File: config.mk
export PLATFORM = sky130hd
export DESIGN_NAME = mux_chan_scanner
export DESIGN_NICKNAME = d
export VERILOG_FILES = /design/src/rtl/mux_chan_scanner_pkg.sv /design/src/rtl/mux_chan_scanner_next_chan_find.sv /design/src/rtl/mux_chan_scanner.sv
export SDC_FILE = /design/constraint.sdc
export NUM_CORES = 1
export LEC_CHECK = 0
export BUFFER_PORTS_ARGS = -buffer_cell sky130_fd_sc_hd__buf_2
export CAP_MARGIN = 10
export CELL_PAD_IN_SITES_DETAIL_PLACEMENT = 1
export CELL_PAD_IN_SITES_GLOBAL_PLACEMENT = 1
export CORE_MARGIN = 2
export CORE_UTILIZATION = 34
export DETAILED_ROUTE_END_ITERATION = 16
export PLACE_DENSITY = 0.73
export SLEW_MARGIN = 20
export SYNTH_ARGS = -nofsm -noshare
export SYNTH_HDL_FRONTEND = slang
export SYNTH_HIERARCHICAL = 1
export SYNTH_SLANG_ARGS = --single-unit
File: constraint.sdc
create_clock -name clk -period 6.33 [get_ports clk]
set_input_delay 0.9495 -clock clk [delete_from_list [all_inputs] [get_ports clk]]
set_output_delay 0.9495 -clock clk [all_outputs]
set_load 0.01 [all_outputs]
File: src/rtl/mux_chan_scanner_pkg.sv
// Shared definitions for the channel-mux scanner.
// Holds the FSM state encoding and the channel count.
package mux_chan_scanner_pkg;

    localparam int NUM_CH = 4;

    typedef enum logic [1:0] {
        IDLE = 2'd0,
        SCAN = 2'd1,
        DONE = 2'd2
    } state_t;

endpackage

File: src/rtl/mux_chan_scanner_next_chan_find.sv
// next_chan_find: combinational search of a channel mask.
// Ports: mask (enables), cur (current channel), first (1 = lowest set bit,
//        0 = lowest set bit strictly above cur); nxt (result), found.
module next_chan_find
    import mux_chan_scanner_pkg::*;
(
    input  logic [NUM_CH-1:0] mask,
    input  logic [1:0]        cur,
    input  logic              first,
    output logic [1:0]        nxt,
    output logic              found
);

    always_comb begin
        nxt   = 2'd0;
        found = 1'b0;
        // Walk downward so the last hit is the lowest qualifying bit.
        for (int i = NUM_CH - 1; i >= 0; i--) begin
            if (mask[i] && (first || (i > int'(cur)))) begin
                nxt   = 2'(i);
                found = 1'b1;
            end
        end
    end

endmodule

File: src/rtl/mux_chan_scanner.sv
// mux_chan_scanner: steps a 4:1 mux select through enabled channels,
// dwells DWELL cycles on each, samples mux_out, and hands the 4-bit frame
// to a consumer over valid/ready.
// Ports: clk, rst (async high), start, en_mask, mux_out in;
//        sel, busy, frame, frame_valid out; frame_ready in.
module mux_chan_scanner
    import mux_chan_scanner_pkg::*;
#(
    parameter int DWELL = 4,
    parameter int CNT_W = 8
) (
    input  logic              clk,
    input  logic              rst,
    input  logic              start,
    input  logic [NUM_CH-1:0] en_mask,
    input  logic              mux_out,
    output logic [1:0]        sel,
    output logic              busy,
    output logic [NUM_CH-1:0] frame,
    output logic              frame_valid,
    input  logic              frame_ready
);

    localparam logic [CNT_W-1:0] CNT_LOAD = CNT_W'(DWELL - 1);

    state_t              state_q, state_d;
    logic [1:0]          sel_q, sel_d;
    logic [CNT_W-1:0]    cnt_q, cnt_d;
    logic [NUM_CH-1:0]   frame_q, frame_d;
    logic [NUM_CH-1:0]   mask_q, mask_d;
    logic                valid_q, valid_d;
    logic                busy_q, busy_d;

    logic                find_first;
    logic [NUM_CH-1:0]   find_mask;
    logic [1:0]          find_nxt;
    logic                find_found;

    // In IDLE the finder looks at the live enables for the first channel;
    // during the scan it looks above sel in the latched mask.
    assign find_first = (state_q == IDLE);
    assign find_mask  = (state_q == IDLE) ? en_mask : mask_q;

    next_chan_find u_find (
        .mask  (find_mask),
        .cur   (sel_q),
        .first (find_first),
        .nxt   (find_nxt),
        .found (find_found)
    );

    always_comb begin
        state_d = state_q;
        sel_d   = sel_q;
        cnt_d   = cnt_q;
        frame_d = frame_q;
        mask_d  = mask_q;
        valid_d = valid_q;
        busy_d  = busy_q;
        unique case (state_q)
            IDLE: begin
                if (start && (en_mask != '0)) begin
                    mask_d  = en_mask;
                    frame_d = '0;
                    sel_d   = find_nxt;
                    cnt_d   = CNT_LOAD;
                    state_d = SCAN;
                    busy_d  = 1'b1;
                end
            end
            SCAN: begin
                if (cnt_q != '0) begin
                    cnt_d = cnt_q - 1'b1;
                end else begin
                    frame_d[sel_q] = mux_out;
                    if (find_found) begin
                        sel_d = find_nxt;
                        cnt_d = CNT_LOAD;
                    end else begin
                        state_d = DONE;
                        valid_d = 1'b1;
                    end
                end
            end
            DONE: begin
                if (valid_q && frame_ready) begin
                    valid_d = 1'b0;
                    state_d = IDLE;
                    busy_d  = 1'b0;
                end
            end
            default: begin
                state_d = IDLE;
                valid_d = 1'b0;
                busy_d  = 1'b0;
            end
        endcase
    end

    always_ff @(posedge clk or posedge rst) begin
        if (rst) begin
            state_q <= IDLE;
            sel_q   <= 2'b00;
            cnt_q   <= '0;
            frame_q <= '0;
            mask_q  <= '0;
            valid_q <= 1'b0;
            busy_q  <= 1'b0;
        end else begin
            state_q <= state_d;
            sel_q   <= sel_d;
            cnt_q   <= cnt_d;
            frame_q <= frame_d;
            mask_q  <= mask_d;
            valid_q <= valid_d;
            busy_q  <= busy_d;
        end
    end

    assign sel         = sel_q;
    assign busy        = busy_q;
    assign frame       = frame_q;
    assign frame_valid = valid_q;

endmodule
# After elaboration in Yosys (flattened, before gate mapping)
# Index checks and enable logic that the tools add are counted.
# totals
reg_bits	22
input_bits	9
out_inout_bits	8
word_cells	78
# op_classes
n_addsub	1
magnitude_cmp	5
eq_ne	8
muxes	34
bitwise_logic	2
reduce_logical	21
# ops
op	n
$mux W8	3
$mux W2	11
$pmux W8 S2	1
$mux W4	3
$reduce_and A4 Y1	3
$ne A2 B2 Y1 const B	5
$mux W1	9
$reduce_and A3 Y1	3
$pmux W4 S2	1
$reduce_bool A8 Y1	1
$sub A8 B1 Y8 const B	1
$logic_and A1 B1 Y1	7
$pmux W1 S3	2
$pmux W2 S3	1
$bwmux W4	1
$gt A2 B2 Y1 const A	2
$pmux W2 S2	1
$reduce_bool A4 Y1	1
$logic_or A1 B1 Y1	3
$lt A2 B3 Y1 const B	1
$ne A3 B3 Y1 const B	1
$demux W1 S2	1
$eq A2 B1 Y1 const B	1
$eq A2 B2 Y1 const B	1
other kinds (6)	7

# Logic depth before layout (Yosys ltp)
# Gate-level depths: netlist of run 1.
# logic_depth
ltp_word	10
depth_mapped	9
mapped_depth_nobuf	8

# Hierarchy
# The synthesis of run 1 kept the hierarchy.
# by_module_without_submodules
module	instances	cells_each	area_per_inst_um2	seq_area_each_um2
mux_chan_scanner	1	101	1214.9	550.5
next_chan_find	1	16	93.8	0.0

# Least setup slack after synthesis of run 1
# OpenSTA, ideal clock, no wires.
# synth_path
kind	register to register
from	register state_q[1]
to	register cnt_q[1]
setup_time_ps	125
arrival_time_ps	2505
required_ps	6205
setup_slack_ps	3700
path_stages_with_launch	10
path_buffers	1
synth_period_minus_slack_ps	2630
cell_sequence	dfrtp_1 > clkbuf_2 > nor2_1 > mux2_2 > nor2_1 > a2bb2oi_1 > o21ai_0 > nand3b_2 > a21oi_4 > mux2_4
# synth_via
elab_chain_cells	9
word_cells_on_any_way	19
cone_classes	3 x eq/ne; 6 x mux; 10 x reduce/logical
# synth_rtl
item	line	rtl
start: declaration	mux_chan_scanner.sv:26	state_t state_q, state_d;
start signal: assignment	mux_chan_scanner.sv:110	state_q <= state_d;
$logic_not A2 Y1	mux_chan_scanner.sv:42	assign find_mask = (state_q == IDLE) ? en_mask : mask_q;
$mux W4	mux_chan_scanner.sv:42	
named net find_mask[3]	mux_chan_scanner.sv:35	logic [NUM_CH-1:0] find_mask;
$logic_and A1 B1 Y1	mux_chan_scanner_next_chan_find.sv:19	if (mask[i] && (first || (i > int'(cur)))) begin
$mux W1 (4 in series)	mux_chan_scanner_next_chan_find.sv:19	
named net find_found	mux_chan_scanner.sv:37	logic find_found;
$ne A3 B3 Y1 (no line)	n/a	
$reduce_and A3 Y1 (no line)	n/a	
end signal: assignment	mux_chan_scanner.sv:112	cnt_q <= cnt_d;
end: declaration	mux_chan_scanner.sv:28	logic [CNT_W-1:0] cnt_q, cnt_d;
# The timed path passes the listed nets, and every way through them passes these cells.
# A chain may end at the register's enable or synchronous reset.

# Final worst setup path of run 1
# Ends and elaborated chain as after synthesis.

==> summary.md, run 1 <==
Port buffering added 16 buffers. The slowest stage cell on the critical path is nor2_1. For the share of the yosys chip area belonging to registers, the log shows 42.1%. The run finished with clean final reports. After routing the design area is 1500 µm². The biggest area contributor in the post-synthesis netlist is dfrtp_1. The register share of total power was 38.3%. Counting both buffers and inverters, the worst setup path holds a total of 0. On the critical path the largest part of the delay comes from simple AND/OR/NAND/NOR gates.

The detail-routed net length per standard cell is 14.9 µm. The placed instances occupy a cell area of 1440 µm². The run gives 2 as the maximum root-to-sink buffer count.

The floorplan step defined a die boundary enclosing 4360 µm². For the buffers inserted during post-CTS setup optimization, the log shows 0. Synthesis inferred 22 register bits. In the final timing run, aggregate negative setup slack is 0 ps. The number of enable flip-flop cells after synthesis was 0. The tools report the root buffer selected by CTS as clkbuf_8. The class of the tightest hold or removal check was reg2reg. The layout cell share with drive strength beyond 1 was 32.4%.

The width of the die came out at 66.0 µm. In this run, distinct cell masters in the synthesized netlist total 40. The number of global-route vias before repair came out at 1030. The run gives 980 as the count of vias placed by the detailed router. The initial antenna violation count is 0.

TritonCTS built the clock tree. The final layout net count is 148. The number of vias per cell after detailed routing was 5.33; the net switching power of the design was 0.282 mW. When the netlist entered floorplanning its net count stood at 128. Subtracting the final worst setup slack from the clock period gives 3030 ps.

The critical path start-end classification was reg2reg. The global-route usage over all layers is 14.0%. In this run, post-CTS hold repair placed 0 buffers.

The clock net in this run drives a total of 22 sinks. On the worst path, the slowest cell contributes a delay of 540 ps. The peak fanout along the critical path was 9.

Once the floorplan was initialized, standard cells occupied 35.5% of the core. STA classifies the critical path endpoint as a register. The first global-routing pass estimated 4720 µm of wire. The run gives 0 as the total congestion overflow after global routing.

The async set-or-reset flop fraction in the synthesized netlist came out at 100%. In this run, the number of DRC markers left after iteration 0 of detailed routing was 14. In this run the core area contains 22 standard-cell rows.

Top flip-flop cell by instance count after synthesis: dfrtp_1. The tools report the synthesized instance count as 117. Yosys printed 6 warnings. Static timing analysis puts the maximum clock frequency at 331 MHz. The total DRC errors in the routed layout was 0; the share of the synthesized area in the top cell type was 42.1%. Clock skew on the completed layout was measured at 1.47 ps. Setup repair after global routing left no endpoint under its margin. The remaining antenna violation count after routing came out at 0. After filler insertion, the fill cell instance count of the layout stands at 422. STA classifies the critical path startpoint as a register. Setup violations remaining at the end of the flow were counted as 0.

The congestion estimate from routability-driven global placement came to 0.769. In this run switching power makes up 39.5% of total power. The logs give 1310 µm² for the synthesized area and 0 for the total of max-cap violations. Wires add up to 2740 µm.

The number of antenna diodes in the final layout is 0. Pin placement for this block handled 17 I/O pins. Per report_power, the clock group accounts for 13.9% of the total. The clock input transition at the sequential cells of the worst setup and hold paths was 80 ps; the average footprint of a synthesized cell was 11.2 µm². For the reported leakage power, the log shows 0.715 nW. The internal power component was 0.431 mW. The dominant cell type by count on the critical path was nor2_1. The number of gates resized after CTS was 0. The first-pass iteration count of the detailed router came out at 2.

Area of the core region: 3690 µm². The power density of the placed cells is 476 nW/µm². The pin count of the biggest net entering global routing is 23, and the number of max-slew violations in the final report is 0. The tools report the final count of hold timing violations as 0.

In the post-synthesis netlist, the biggest area contributors are dfrtp_1, mux2_2, a211o_1, nor2b_1, mux2_1. The post-route clock period utilization is 47.8%, and the slew at the pin with the worst max-slew slack is 859 ps. In this run the vertical extent of the chip is 66.0 µm. The total clock buffers created by CTS was 3; the area overhead of the layout relative to synthesis was 14.5%.

Traced cell by cell, the critical path runs through nor2_1 > mux2_2 > nor2_1 > a2bb2oi_1 > o21ai_0 > nand3b_2 > a21oi_4 > mux2_4. The tools report the deepest level of the CTS H-tree as 1. Combinational logic burns 47.8% of the power. The half-perimeter wire length after detailed placement was 2120 µm; the latest clock arrival within the worst-skew pair was 260 ps. Data on the critical path is required at its endpoint by 6480 ps. The worst-case IR drop observed on VDD is 0.189 mV. The tools report the headroom to the max-slew limit as 42.7%. Worst endpoint data arrival time: 3170 ps.
[metal layers]
layer	up-vias	global-route usage [%]	part of all wire [%]
met4	0	2.30	0.55
met3	2	2.56	2.5
li1	466	-	-
met1	502	17.3	45
met5	-	0	0
met2	10	25.5	52
[final cells by class]
cell class	count	area (µm²)	area share, %
tap	48	60.1	4.01
sequential	22	551	36.7
multi-input combinational	87	727	48.5
inverter	7	26.3	1.75
clock buffer	4	55.1	3.67
timing repair buffer	16	80.1	5.34
[cell usage after synthesis, types with 2 or more instances]
master,number
nand2_1,6
mux2_1,3
nor2b_1,6
nor3b_2,2
dfrtp_1,22
nor3_4,2
a21oi_1,3
mux2_2,11
nor2_1,7
nor3_1,6
and3_1,4
nand2b_1,2
a211o_1,5
o21ai_0,5
ha_1,2
inv_1,7
[power by group through the flow]
| stage | Clock (mW) | Combinational, mW | Sequential [mW] |
|---|---|---|---|
| 6_report | 0.0994 | 0.341 | 0.273 |
| 4_1_cts | 0.103 | 0.346 | 0.274 |
| 5_1_grt | 0.108 | 0.381 | 0.286 |
| 3_5_place_dp | 0 | 0.345 | 0.276 |
| 3_3_place_gp | 0 | 0.330 | 0.271 |
| 2_1_floorplan | 0 | 0.258 | 0.269 |
[worst paths after layout]
kind	startpoint	to	slack (ps)	cells after the start
worst max-delay path	state_q[1]$_DFFE_PP0P_	cnt_q[1]$_DFFE_PP0P_	3300	8
worst min-delay path	mask_q[3]$_DFFE_PP0P_	mask_q[3]$_DFFE_PP0P_	520	1
worst max register to register	state_q[1]$_DFFE_PP0P_	cnt_q[1]$_DFFE_PP0P_	3300	8
worst min register to register	mask_q[3]$_DFFE_PP0P_	mask_q[3]$_DFFE_PP0P_	520	1
max in group asynchronous	rst	state_q[0]$_DFFE_PP0P_	4940	2
min in group asynchronous	rst	mask_q[1]$_DFFE_PP0P_	860	2
[cell usage in the layout, fill, tap and decap left out, types with 2 or more instances in the layout]
cell type	instances
nor2b_1	6
a21oi_1	3
nor2_1	7
buf_2	16
nand2b_1	2
nand2_1	6
nor3b_2	2
clkbuf_8	4
a211o_1	5
o21ai_0	5
dfrtp_1	22
nor3_1	6
ha_1	2
mux2_1	3
nor3_4	2
and3_1	4
mux2_2	11
inv_1	7
[cell families (layout without fill, tap and decap cells)]
group                    count (synthesis)  after routing  synth area share, %
flip-flops                              22             22                 42.1
AND/OR/NAND/NOR                         44             44                 22.9
adder cells (fa/ha/maj)                  2              2                 1.91
buffers and inverters                    8             27                 2.39
AO/OA/AOI/OAI                           25             25                 16.7
multiplexers                            16             16                 14.0
[registers in the layout, summed over array words and instances (netlist names)]
register / flops
frame_valid: 1
sel: 2
busy: 1
state_q: 2
mask_q: 4
frame: 4
cnt_q: 8
[per-stage QoR]
stage	utilization, %	setup WS (ps)	cells	power, mW	hold slack [ps]
after floorplan	-	3700	117	0.527	477
after global placement	39.1	3490	180	0.601	491
after detailed placement	39.1	3320	180	0.621	501
after CTS	40.6	3290	184	0.723	520
after global routing	40.6	3070	184	0.776	545
final	40.6	3300	184	0.713	518
No activity file was read; power rests on OpenSTA's default activity.
==> run 2: changes to the inputs <==
Clock period 6.33 ns to 3 ns, I/O delays scaled along.
==> summary.md, run 2 (synthesis gave the netlist of run 1 again) <==
The latest clock arrival within the worst-skew pair is 260 ps (about the same). The library cell used most frequently in the layout, excluding fill and tap cells, is dfrtp_1. The number of vias per cell after detailed routing was 5.39 (+1.3%). The run gives 3690 µm² (unchanged) as the area of the core region.

The worst hold path belongs to the class in2async. The violation count after the first detailed-routing iteration came out at 19 (+5). The part of the power in combinational logic is 49.2% (+1.4 points). The antenna cell count is 0 (unchanged). The maximum achievable frequency is 370 MHz (+12%), and the first-pass GRT wire length is 4940 µm (+4.7%). The placement row count is 22 (unchanged), and the area occupied by registers is 551 µm² (unchanged). The number of fill cells in the layout is 430 (+1.9%), and the detail-routed net length per standard cell is 15.8 µm (+6.1%). For this design, the slowest cell found on the critical path is dfrtp_1. Maximum root-to-sink buffer count: 2 (unchanged). The total congestion overflow after global routing was 0 (unchanged). The effective utilization at floorplan is 35.5% (unchanged), and the worst setup margin is 300 ps (-3000 ps). Setup repair after global routing left no endpoint under its margin. Final weighted congestion in routability-driven placement: 0.804 (+4.6%).

The tools report the register share of total power as 38.5% (+0.2 points). The initial antenna violation count was 0 (unchanged). The critical path goes through nor2_1 > mux2_2 > nor2_1 > a2bb2oi_1 > o21ai_0 > nand3b_2 > a21oi_4 > mux2_4.

STA classifies the critical path endpoint as a register. The count of vias placed by the detailed router came out at 998 (+1.8%). The worst flop-to-flop path endpoint is cnt_q[1]$_DFFE_PP0P_.

The slew at the pin with the worst max-slew slack was 893 ps (+33.7 ps). The logs give 15.1% (+1.2 points) for the global-route usage over all layers and 4 (+2) for the first-pass iteration count of the detailed router. The run gives 23 (unchanged) as the pin count of the biggest net entering global routing.

The cell count of the worst reg-to-reg path is 8 (unchanged), and the final setup TNS is 0 ps (unchanged). The internal power component was 0.897 mW (+110%); the area of combinational cells with multiple inputs was 727 µm² (unchanged). For the net switching power of the design, the log shows 0.606 mW (+120%).

The root buffer selected by CTS was clkbuf_8. The reported leakage power came out at 0.719 nW (+0.46%). STA classifies the critical path startpoint as a register. The tools report the worst-case clock skew as 1.94 ps (+0.477 ps). Half-perimeter wire length after detailed placement: 2270 µm (+6.7%). The register with the most flip-flops in the final layout is cnt_q. The tools report the final count of hold timing violations as 0 (unchanged). Broken down by cell family, the worst path's largest delay share belongs to multiplexers. The tools report the buffers inserted during post-CTS setup optimization as 0 (unchanged).

Width of the die: 66.0 µm (unchanged). The count of buffers from port buffering was 16 (unchanged); the vertical die dimension was 66.0 µm (unchanged). The total of max-cap violations was 0 (unchanged); the worst endpoint data arrival time was 2850 ps (-320 ps).

The clock input transition at the sequential cells of the worst setup and hold paths was 80 ps (about the same). The critical path buffer and inverter count works out to 0 (unchanged). The worst register-to-register path begins at state_q[1]$_DFFE_PP0P_. For the maximum VDD drop, the log shows 0.429 mV (+130%). Critical path required time: 3150 ps (-3330 ps).

The number of max-slew violations in the final report was 0 (unchanged); the post-route clock period utilization was 90.0% (+42 points). The number of clock sinks was 22 (unchanged). The overall routed net length is 2930 µm (+6.6%), and the count of endpoints failing setup in the final report is 0 (unchanged). The layout cell share with drive strength beyond 1 works out to 32.8% (+0.49 points).

The setup slack at placement was 290 ps (-3030 ps); the total DRC errors in the routed layout was 0 (unchanged). The flip-flop count of the largest register after layout is 8 (unchanged), and the headroom to the max-slew limit is 40.4% (-2.2 points). The final critical-path required period was 2700 ps (-326 ps); the deepest level of the CTS H-tree was 1 (unchanged).

The number of buffers added to fix hold violations after cts came out at 0 (unchanged). Leaving out fill and tap cells, the most frequent cells in the layout are dfrtp_1, buf_2, mux2_2. The area overhead of the layout relative to synthesis came out at 14.6% (about the same). The dominant cell type by count on the critical path is nor2_1. The power density of the placed cells is 1000 nW/µm² (+110%). The remaining antenna violation count after routing was 0 (unchanged).

Peak fanout along the critical path: 7 (-2). TritonCTS built the clock tree. The run gives 4360 µm² (unchanged) as the die area.

The share of power burned in the clock network was 12.3% (-1.6 points). The tools report the I/O pin count as 17 (unchanged). The critical path start-end classification is reg2reg. The tools report the number of global-route vias before repair as 1038 (+0.78%). The run finished with clean final reports. The total clock buffers created by CTS is 3 (unchanged), and the biggest cell delay along the critical path is 480 ps (-60 ps). The logs give 300 ps (-3000 ps) for the setup slack on the worst flop-to-flop path and 150 (+1.4%) for the final layout net count. The number of instances resized during post-cts repair was 0 (unchanged). The net switching fraction of the power came out at 40.3% (+0.81 points).
run 2: final cells by class:
class / count / area share [%]
multi-input cells: 87 / 48.5
flip-flops and latches: 22 / 36.7
repair buffers: 18 / 6.34
well taps: 48 / 4.00
clock buffers: 3 / 2.75
inverters: 7 / 1.75
run 2: routing by layer:
metal,vias to the layer above,GRT usage (%),part of all wire (%)
met5,-,0,0
met4,0,6.89,2.0
met3,5,2.04,2.1
met2,17,27.7,52
met1,501,17.4,44
li1,475,-,-
run 2: how the worst max path moves through the flow:
stage	start	end	slack, ps	depth (start not counted)
final	state_q[1]$_DFFE_PP0P_	cnt_q[1]$_DFFE_PP0P_	300	8
after CTS	state_q[1]$_DFFE_PP0P_	cnt_q[1]$_DFFE_PP0P_	260	8
after global placement	state_q[1]$_DFFE_PP0P_	cnt_q[1]$_DFFE_PP0P_	440	8
after floorplan	state_q[1]$_DFFE_PP0P_	cnt_q[1]$_DFFE_PP0P_	370	9
after detailed placement	state_q[1]$_DFFE_PP0P_	cnt_q[1]$_DFFE_PP0P_	290	8
after global routing	state_q[1]$_DFFE_PP0P_	cnt_q[1]$_DFFE_PP0P_	2	8
run 2: stage by stage:
stage                     total power, mW  util, %  area, µm²  cells  hold WS [ps]
after floorplan                      1.11        -       1310    117           439
after global placement               1.29     39.6       1460    182           502
after detailed placement             1.34     39.6       1460    182           503
after CTS                            1.53     40.7       1500    185           383
after global routing                 1.64     40.7       1500    185           430
final                                1.50     40.7       1500    185           365
run 2: power by group through the flow:
stage | sequential, mW | clock (mW) | combinational (mW)
floorplan | 0.567 | 0 | 0.545
global placement | 0.575 | 0 | 0.715
detailed placement | 0.586 | 0 | 0.753
CTS | 0.579 | 0.197 | 0.757
global route | 0.605 | 0.206 | 0.828
finish | 0.578 | 0.185 | 0.740
run 2: worst reg2reg max path, delay by kind of cell, from the launching register on:
family | cells | cell delay (ps)
muxes | 2 | 740
DFF | 1 | 480
AOI/OAI and AO/OA | 3 | 640
and+or+nand+nor | 3 | 740
